--- src/rtl/pdm_cic_decimator.sv ---
`timescale 1ns/1ps
`default_nettype none
// +----------------------------------------------------------------------------+
// | Module      : pdm_cic_decimator                                            |
// | Description : PDM microphone clock generator and 4th-order CIC decimator.  |
// | Revision    : 1.0 - initial release                                        |
// +----------------------------------------------------------------------------+
module pdm_cic_decimator #(
  parameter int CLK_DIV   = 4,
  parameter int DECIM     = 64,
  parameter int OUT_WIDTH = 16
) (
  input  logic                        clk,
  input  logic                        rst_n,
  input  logic                        en,
  output logic                        pdm_clk,
  input  logic                        pdm_data,
  output logic signed [OUT_WIDTH-1:0] pcm_data,
  output logic                        pcm_valid
);

  localparam int ACC_WIDTH = 4 * $clog2(DECIM) + 1;
  localparam int SHIFT     = ACC_WIDTH - OUT_WIDTH;
  localparam int DIV_W     = $clog2(CLK_DIV);
  localparam int DEC_W     = $clog2(DECIM);

  localparam logic signed [ACC_WIDTH-1:0] c_plus_one  = {{(ACC_WIDTH-1){1'b0}}, 1'b1};
  localparam logic signed [ACC_WIDTH-1:0] c_minus_one = '1;
  localparam logic signed [ACC_WIDTH-1:0] c_acc_min   = {1'b1, {(ACC_WIDTH-1){1'b0}}};
  localparam logic signed [ACC_WIDTH-1:0] c_out_max   = {{(SHIFT+1){1'b0}}, {(OUT_WIDTH-1){1'b1}}};
  localparam logic signed [ACC_WIDTH-1:0] c_out_min   = ~c_out_max;

  logic [DIV_W-1:0]            r_div_cnt;
  logic                        r_sync1, r_sync2;
  logic [DEC_W-1:0]            r_dec_cnt;
  logic [3:0]                  r_hist;
  logic signed [ACC_WIDTH-1:0] r_integ [4];
  logic signed [ACC_WIDTH-1:0] r_dly   [4];

  logic                        w_div_tc, w_sample, w_decim, w_pos_fs;
  logic signed [ACC_WIDTH-1:0] w_x, w_comb1, w_comb2, w_comb3, w_comb4, w_scaled;
  logic signed [OUT_WIDTH-1:0] w_sat;

  assign w_div_tc = (r_div_cnt == DIV_W'(CLK_DIV - 1));
  assign w_sample = en && w_div_tc && !pdm_clk;
  assign w_decim  = w_sample && (r_dec_cnt == DEC_W'(DECIM - 1));
  assign w_x      = r_sync2 ? c_plus_one : c_minus_one;

  always_ff @(posedge clk or negedge rst_n) begin
    if (!rst_n) begin
      r_div_cnt <= '0;
      pdm_clk   <= 1'b0;
      r_sync1   <= 1'b0;
      r_sync2   <= 1'b0;
    end else if (!en) begin
      r_div_cnt <= '0;
      pdm_clk   <= 1'b0;
      r_sync1   <= 1'b0;
      r_sync2   <= 1'b0;
    end else begin
      r_sync1 <= pdm_data;
      r_sync2 <= r_sync1;
      if (w_div_tc) begin
        r_div_cnt <= '0;
        pdm_clk   <= ~pdm_clk;
      end else begin
        r_div_cnt <= r_div_cnt + DIV_W'(1);
      end
    end
  end

  assign w_comb1 = r_integ[3] - r_dly[0];
  assign w_comb2 = w_comb1 - r_dly[1];
  assign w_comb3 = w_comb2 - r_dly[2];
  assign w_comb4 = w_comb3 - r_dly[3];

  // Integrators use pre-update values, giving a one-sample skew per stage.
  always_ff @(posedge clk or negedge rst_n) begin
    if (!rst_n) begin
      r_dec_cnt <= '0;
      r_hist    <= '0;
      for (int k = 0; k < 4; k++) begin
        r_integ[k] <= '0;
        r_dly[k]   <= '0;
      end
    end else if (!en) begin
      r_dec_cnt <= '0;
      r_hist    <= '0;
      for (int k = 0; k < 4; k++) begin
        r_integ[k] <= '0;
        r_dly[k]   <= '0;
      end
    end else if (w_sample) begin
      r_hist     <= {r_hist[2:0], r_sync2};
      r_integ[0] <= r_integ[0] + w_x;
      for (int k = 1; k < 4; k++) begin
        r_integ[k] <= r_integ[k] + r_integ[k-1];
      end
      if (w_decim) begin
        r_dec_cnt <= '0;
        r_dly[0]  <= r_integ[3];
        r_dly[1]  <= w_comb1;
        r_dly[2]  <= w_comb2;
        r_dly[3]  <= w_comb3;
      end else begin
        r_dec_cnt <= r_dec_cnt + DEC_W'(1);
      end
    end
  end

  // Full-scale +DECIM^4 aliases onto the most negative code; the newest sample
  // inside the comb window (r_hist[3]) tells the two apart, since either
  // extreme needs every sample in the window to share that sign.
  always_comb begin
    w_scaled = w_comb4 >>> SHIFT;
    w_pos_fs = r_hist[3] && (w_comb4 == c_acc_min);
    w_sat    = w_scaled[OUT_WIDTH-1:0];
    if (w_pos_fs || (w_scaled > c_out_max)) begin
      w_sat = c_out_max[OUT_WIDTH-1:0];
    end else if (w_scaled < c_out_min) begin
      w_sat = c_out_min[OUT_WIDTH-1:0];
    end
  end

  always_ff @(posedge clk or negedge rst_n) begin
    if (!rst_n) begin
      pcm_data  <= '0;
      pcm_valid <= 1'b0;
    end else begin
      pcm_valid <= w_decim;
      if (w_decim) begin
        pcm_data <= w_sat;
      end
    end
  end

endmodule
`default_nettype wire
--- config.mk ---
export PLATFORM = sky130hd
export DESIGN_NAME = pdm_cic_decimator
export DESIGN_NICKNAME = d
export VERILOG_FILES = /design/src/rtl/pdm_cic_decimator.sv
export SDC_FILE = /design/constraint.sdc
export NUM_CORES = 1
export LEC_CHECK = 0
export ABC_AREA = 1
export CORE_MARGIN = 4
export CORE_UTILIZATION = 65
export CTS_BUF_LIST = sky130_fd_sc_hd__clkbuf_4
export CTS_CLUSTER_SIZE = 25
export DETAILED_ROUTE_END_ITERATION = 10
export GPL_TIMING_DRIVEN = 1
export PLACE_DENSITY = 0.89
export SYNTH_ARGS = -nofsm -noshare
export SYNTH_HDL_FRONTEND = slang
export SYNTH_SLANG_ARGS = --single-unit
--- constraint.sdc ---
create_clock -name clk -period 8.15 [get_ports clk]
set_input_delay 2.445 -clock clk [delete_from_list [all_inputs] [get_ports clk]]
set_output_delay 2.445 -clock clk [all_outputs]
set_load 0.02 [all_outputs]
Yosys cells after proc, flatten, opt, wreduce, memory -nomap -nowiden
Cells that the tools add are included. W data, S select, Z words.

Flip-flop bits (word level): 232. Latch bits: 0. Bits in writable memories: 0. ROM bits: 0. Input port bits: 4. Output and inout bits: 18. Word-level logic and storage cells: 61. Memories: 0.

Add/sub/neg operators: 10. Multipliers: 0. Divide/modulo/power cells: 0. Magnitude comparators: 2. Eq/ne operators: 6. Shift-type cells: 0. Multiplexer cells: 19. Bitwise gates (word level): 1. Reduce and logical (&&, ||, !) cells: 7.

Operators with widths (count): $mux W100 (5); $add A25 B25 Y25 (4); $sub A25 B25 Y25 (4); $mux W16 (2); $eq A25 B25 Y1 const B (1); $mux W25 (1); $mux W6 (3); $gt A16 B16 Y1 const B (1); $lt A16 B16 Y1 const B (1); $mux W4 (2); $add A6 B1 Y6 const B (1); $eq A6 B6 Y1 const B (1); $ne A2 B1 Y1 const B (3); $logic_and A1 B1 Y1 (4); $mux W1 (4); $mux W2 (2); $add A2 B1 Y2 const B (1); $eq A2 B2 Y1 const B (1); $reduce_and A2 Y1 (1); $logic_not A1 Y1 (1); $logic_or A1 B1 Y1 (1); $not A1 Y1 (1).

Longest topological paths before layout
Depth in word-level cells: 8. Depth in mapped cells: 43. Gate-level depth less buffers: 42.

Worst setup path before layout
OpenSTA, ideal clock, no wires.

Kind: register -> register. Start point: reg r_integ[2] in the netlist's numbering. End point: reg pcm_data[10]. Setup time: 0.120 ns. Data arrival time: 5.667 ns. Required time: 8.030 ns. Setup slack: 2.362 ns. Stages on the path, launching flop included: 38. Path buffers: 1. Clock period less this slack: 5.788 ns. Path through: dfrtp_1 -> ha_1 -> a21oi_1 -> o21ai_1 -> nand2_1 -> nand2_1 -> nand2_1 -> nand2_1 -> a21oi_1 -> o21a_1 -> o21bai_1 -> xnor2_1 -> inv_1 -> ha_1 -> a21oi_1 -> o21ai_0 -> a21oi_1 -> nand2_1 -> (+2 left out) -> nand2_1 -> o21ai_0 -> a21oi_1 -> o21ai_1 -> nand2_1 -> nand2_1 -> nand2_1 -> and2_1 -> ha_1 -> inv_1 -> nor3_1 -> nand2_1 -> o211ai_1 -> xor2_1 -> nor2_1 -> nand3_4 -> buf_6 -> a21oi_2.

Word-level cells in the longest chain between the ends: 8. Elaborated cells on any way between the ends: 11. Classes of those cells: add/sub (4); order compare (2); eq/ne (1); mux (2); reduce/logical (2).

RTL lines: from (decl) (line 37) `logic signed [ACC_WIDTH-1:0] r_integ [4];`; from (signal, indexed assignment) (line 97) `r_integ[k] <= r_integ[k] + r_integ[k-1];`; $sub A25 B25 Y25 (*) (line 72) `assign w_comb1 = r_integ[3] - r_dly[0];`; $sub A25 B25 Y25 (*) (line 73) `assign w_comb2 = w_comb1 - r_dly[1];`; $sub A25 B25 Y25 (*) (line 74) `assign w_comb3 = w_comb2 - r_dly[2];`; $sub A25 B25 Y25 (*) (line 75) `assign w_comb4 = w_comb3 - r_dly[3];`; branches (longest 3 deep; another with $lt A16 B16 Y1); $mux W16 (*) (line 118) `if (w_pos_fs || (w_scaled > c_out_max)) begin`; to (signal assigned) (line 132) `pcm_data <= w_sat;`; to (decl) (line 18) `output logic signed [OUT_WIDTH-1:0] pcm_data,`.

Every way passes the cells marked *. A chain may end at the register's enable or synchronous reset.

Final worst setup path
Start point: reg r_integ[0] in the netlist's numbering. End point: reg pcm_data[3].

Same word-level chain as after synthesis.

==> summary.txt <==
Power
  – Max IR drop VDD: 0.000353 V
  – Power, Total: 6.13 mW
  – Switching Fraction: 0.496
  – Switch Pwr: 3.04 mW
  – Internal cell power: between 3 and 4 mW
  – Logic pwr share: 0.630
  – Seq pwr share: 0.193
  – Power per cell area: between 300 and 400 nW/µm²
  – Power share of the clock group: 0.178
  – P_leak: 10.2 nW

Floorplanning
  – Rows: 61
  – Core Region: 27800 µm²
  – I/O pin count: 22
  – Die height: 176 µm
  – Initial Util: 0.659
  – Die area: 30900 µm²
  – Die W: 176 µm

Synth
  – Complex-gate fraction of the synthesized area: 0.191
  – Simple-Gate Fraction of Synth Area: 0.229
  – Yosys reg bits: 232
  – Synthesized area per cell: slightly above 7 µm²
  – Syn_nets: about 2700
  – Share of the yosys chip area belonging to registers: 0.317
  – Mux contribution to synthesized area: 0
  – Synth Cell Area: 18300 µm²
  – Asr flop ratio synth: 1.00
  – Ranking of synthesized cells by area: dfrtp_1, ha_1, nand2_1
  – Xor and xnor fraction of the mapped netlist area: 0.0473
  – Cell variety after synth: 50
  – Largest family of logic cells by synthesized area: simple AND/OR/NAND/NOR gates
  – Post-synthesis adder-cell area fraction: 0.140
  – Cell taking the most area after synthesis: dfrtp_1
  – Ys flop type: dfrtp_1
  – Post-synth EDFFs: 0
  – Yosys top cell area share: 0.317
  – Syn Inst Count: 2520
  – Yosys warns: 0

Drt
  – Routed wl met2: approximately 24000 µm
  – Vias: 17193
  – Uppermost layer routed: met5
  – Drt pass-1 iters: 5
  – Final WL: 46200 µm
  – Vias per cell: 5.76
  – 1st-iter DRT viols: 1042
  – DR DRC count: 0
  – Post-route ant nets: 0
  – M1 WL: 17900 µm
  – DR WL/cell: 15.5 µm
  – Met3 wire len: 1970 µm

Global routing
  – GRT Total Usage: 0.302
  – Overflow after GRT: 0
  – Initial antenna violation count: 2
  – Vias in the first global route: 17716
  – First-pass GRT wire length: 78300 µm
  – Largest net degree at the start of global routing: 95

STA
  – Clock Skew: slightly above 0.05 ns
  – Setup TNS: 0 ns
  – Unrepaired setup endpoints after global routing: false
  – Hold_ws: between 0.4 and 0.5 ns
  – Slew of the pin with the lowest slew margin: between 1 and 1.5 ns
  – Final slew viol count: 0
  – Final cycle utilization of the critical path: 0.875
  – Period minus WS final: slightly above 7 ns
  – Final Setup Violations: 0
  – Final hold viol count: 0
  – Slew Limit Headroom: 0.124
  – FMAX: 140 MHz

Placement
  – Port bufs: 21
  – DP HPWL: 34200 µm
  – Dpl cells: 2877
  – Gpl congestion: 0.920

Status
  – Status: finished, final reports clean

Finish
  – NumNets Final: roughly 2800
  – P&R area growth vs syn: 7.59%
  – Final Core Density: 0.709
  – Non-Filler Instances: 2984
  – Most common cell after layout, fill and taps aside: nand2_1
  – Layout cells sized above 1: 0.0676
  – Most frequent cells in the layout: nand2_1, inv_1, dfrtp_1, a21oi_1, o21ai_0

Clocking
  – Skew-Pair Late Insertion Delay: roughly 0.70 ns
  – Root Buffer: clkbuf_4
  – H-tree Lvls: 3
  – Post-CTS setup buffer count: 0
  – CTS resizes: 0
  – CTS clock-pin slew for the worst setup and hold paths: 0.06 ns
  – Hold buffers post-CTS: 0
  – CTS Sinks: 232
  – CTS tree: done
  – CTS Buf Count: 68
  – Clock Tree Buf Depth: 3

Worst setup path
  – Arrival @ worst endpoint: 7.74 ns
  – Crit Path Max Fanout: 15
  – Required time of the critical path: 8.75 ns
  – Crit-path max cell delay: 0.41 ns
  – Critical path capture point type: register
  – Critical Path Slowest Stage Cell: fa_1
  – Most frequent CP cell: a21oi_1
  – Type of the worst setup path: register to register
  – Startpoint types: register

Min path
  – Worst min path class: register to register

Flow run
  – Max_cap viols: 0
power by group through the flow:
stage / sequential, mW / clock [mW] / combinational [mW]
after floorplan: 1.20 / 0 / 2.98
after global placement: 1.20 / 0 / 3.73
after detailed placement: 1.20 / 0 / 3.81
after CTS: 1.18 / 1.11 / 3.83
after global routing: 1.18 / 1.17 / 4.36
final: 1.18 / 1.09 / 3.86
through the flow:
stage,setup slack (ns),cell area (µm²)
after floorplan,2.36,18300
after global placement,1.43,18900
after detailed placement,1.18,18900
after CTS,1.20,19700
after global routing,0.728,19700
final,1.02,19700
synth_stat cells, drive strengths merged (33+ instances only):
| cell type | instances |
|---|---|
| nand2 | 618 |
| xnor2 | 33 |
| nand3 | 118 |
| clkbuf | 47 |
| nor2 | 189 |
| inv | 316 |
| o21ai | 226 |
| xor2 | 65 |
| a21oi | 241 |
| ha | 193 |
| dfrtp | 232 |
worst max-delay path, delay by kind of cell (launching register included):
| kind | cells | cell delay (ns) |
|---|---|---|
| fa+ha+maj | 5 | 1.63 |
| xor+xnor | 4 | 0.69 |
| buf+inv | 3 | 0.23 |
| compound gates | 12 | 2.83 |
| simple gates | 9 | 1.31 |
| flops | 1 | 0.37 |
final timing paths:
check / to / slack (ns) / cells past startpoint / startpoint
setup / recovery: pcm_data[3] / 1.02 / 33 / r_integ[0]
hold / removal: r_sync2 / 0.44 / 2 / r_sync1
setup reg to reg: pcm_data[3] / 1.02 / 33 / r_integ[0]
hold reg to reg: r_sync2 / 0.44 / 2 / r_sync1
max in group asynchronous: r_integ[38] / 4.89 / 2 / rst_n
min in group asynchronous: r_dly[4] / 1.77 / 1 / rst_n
kinds of logic (layout without fill, tap and decap cells):
group	count (synthesis)	after routing
compound gates	614	614
xor+xnor	98	98
fa+ha+maj	200	200
buf+inv	369	454
flops	232	232
other cells	0	1
simple gates	1007	1007
registers in the layout, summed over array words and instances, names as in the netlist, 2 cells and up:
signal     cells
r_dly        100
r_integ      100
pcm_data      16
r_dec_cnt      6
r_hist         4
r_div_cnt      2
layer usage:
metal / track usage / vias up
li1: - / 8590
met1: 0.327 / 7961
met2: 0.569 / 473
met3: 0.0448 / 167
met4: 0.156 / 2
met5: 0 / -
cell type report:
type,instances,area (µm²)
Fill cell,2291,8080
Multi-Input combinational cell,1919,11100
Clock inverter,12,101
Sequential cell,232,5810
Clock buffer,94,706
Tap cell,378,473
Inverter,316,1190
Timing Repair Buffer,32,298
Antenna cell,1,2.50
Note: power is estimated with default switching activity, not from simulation.
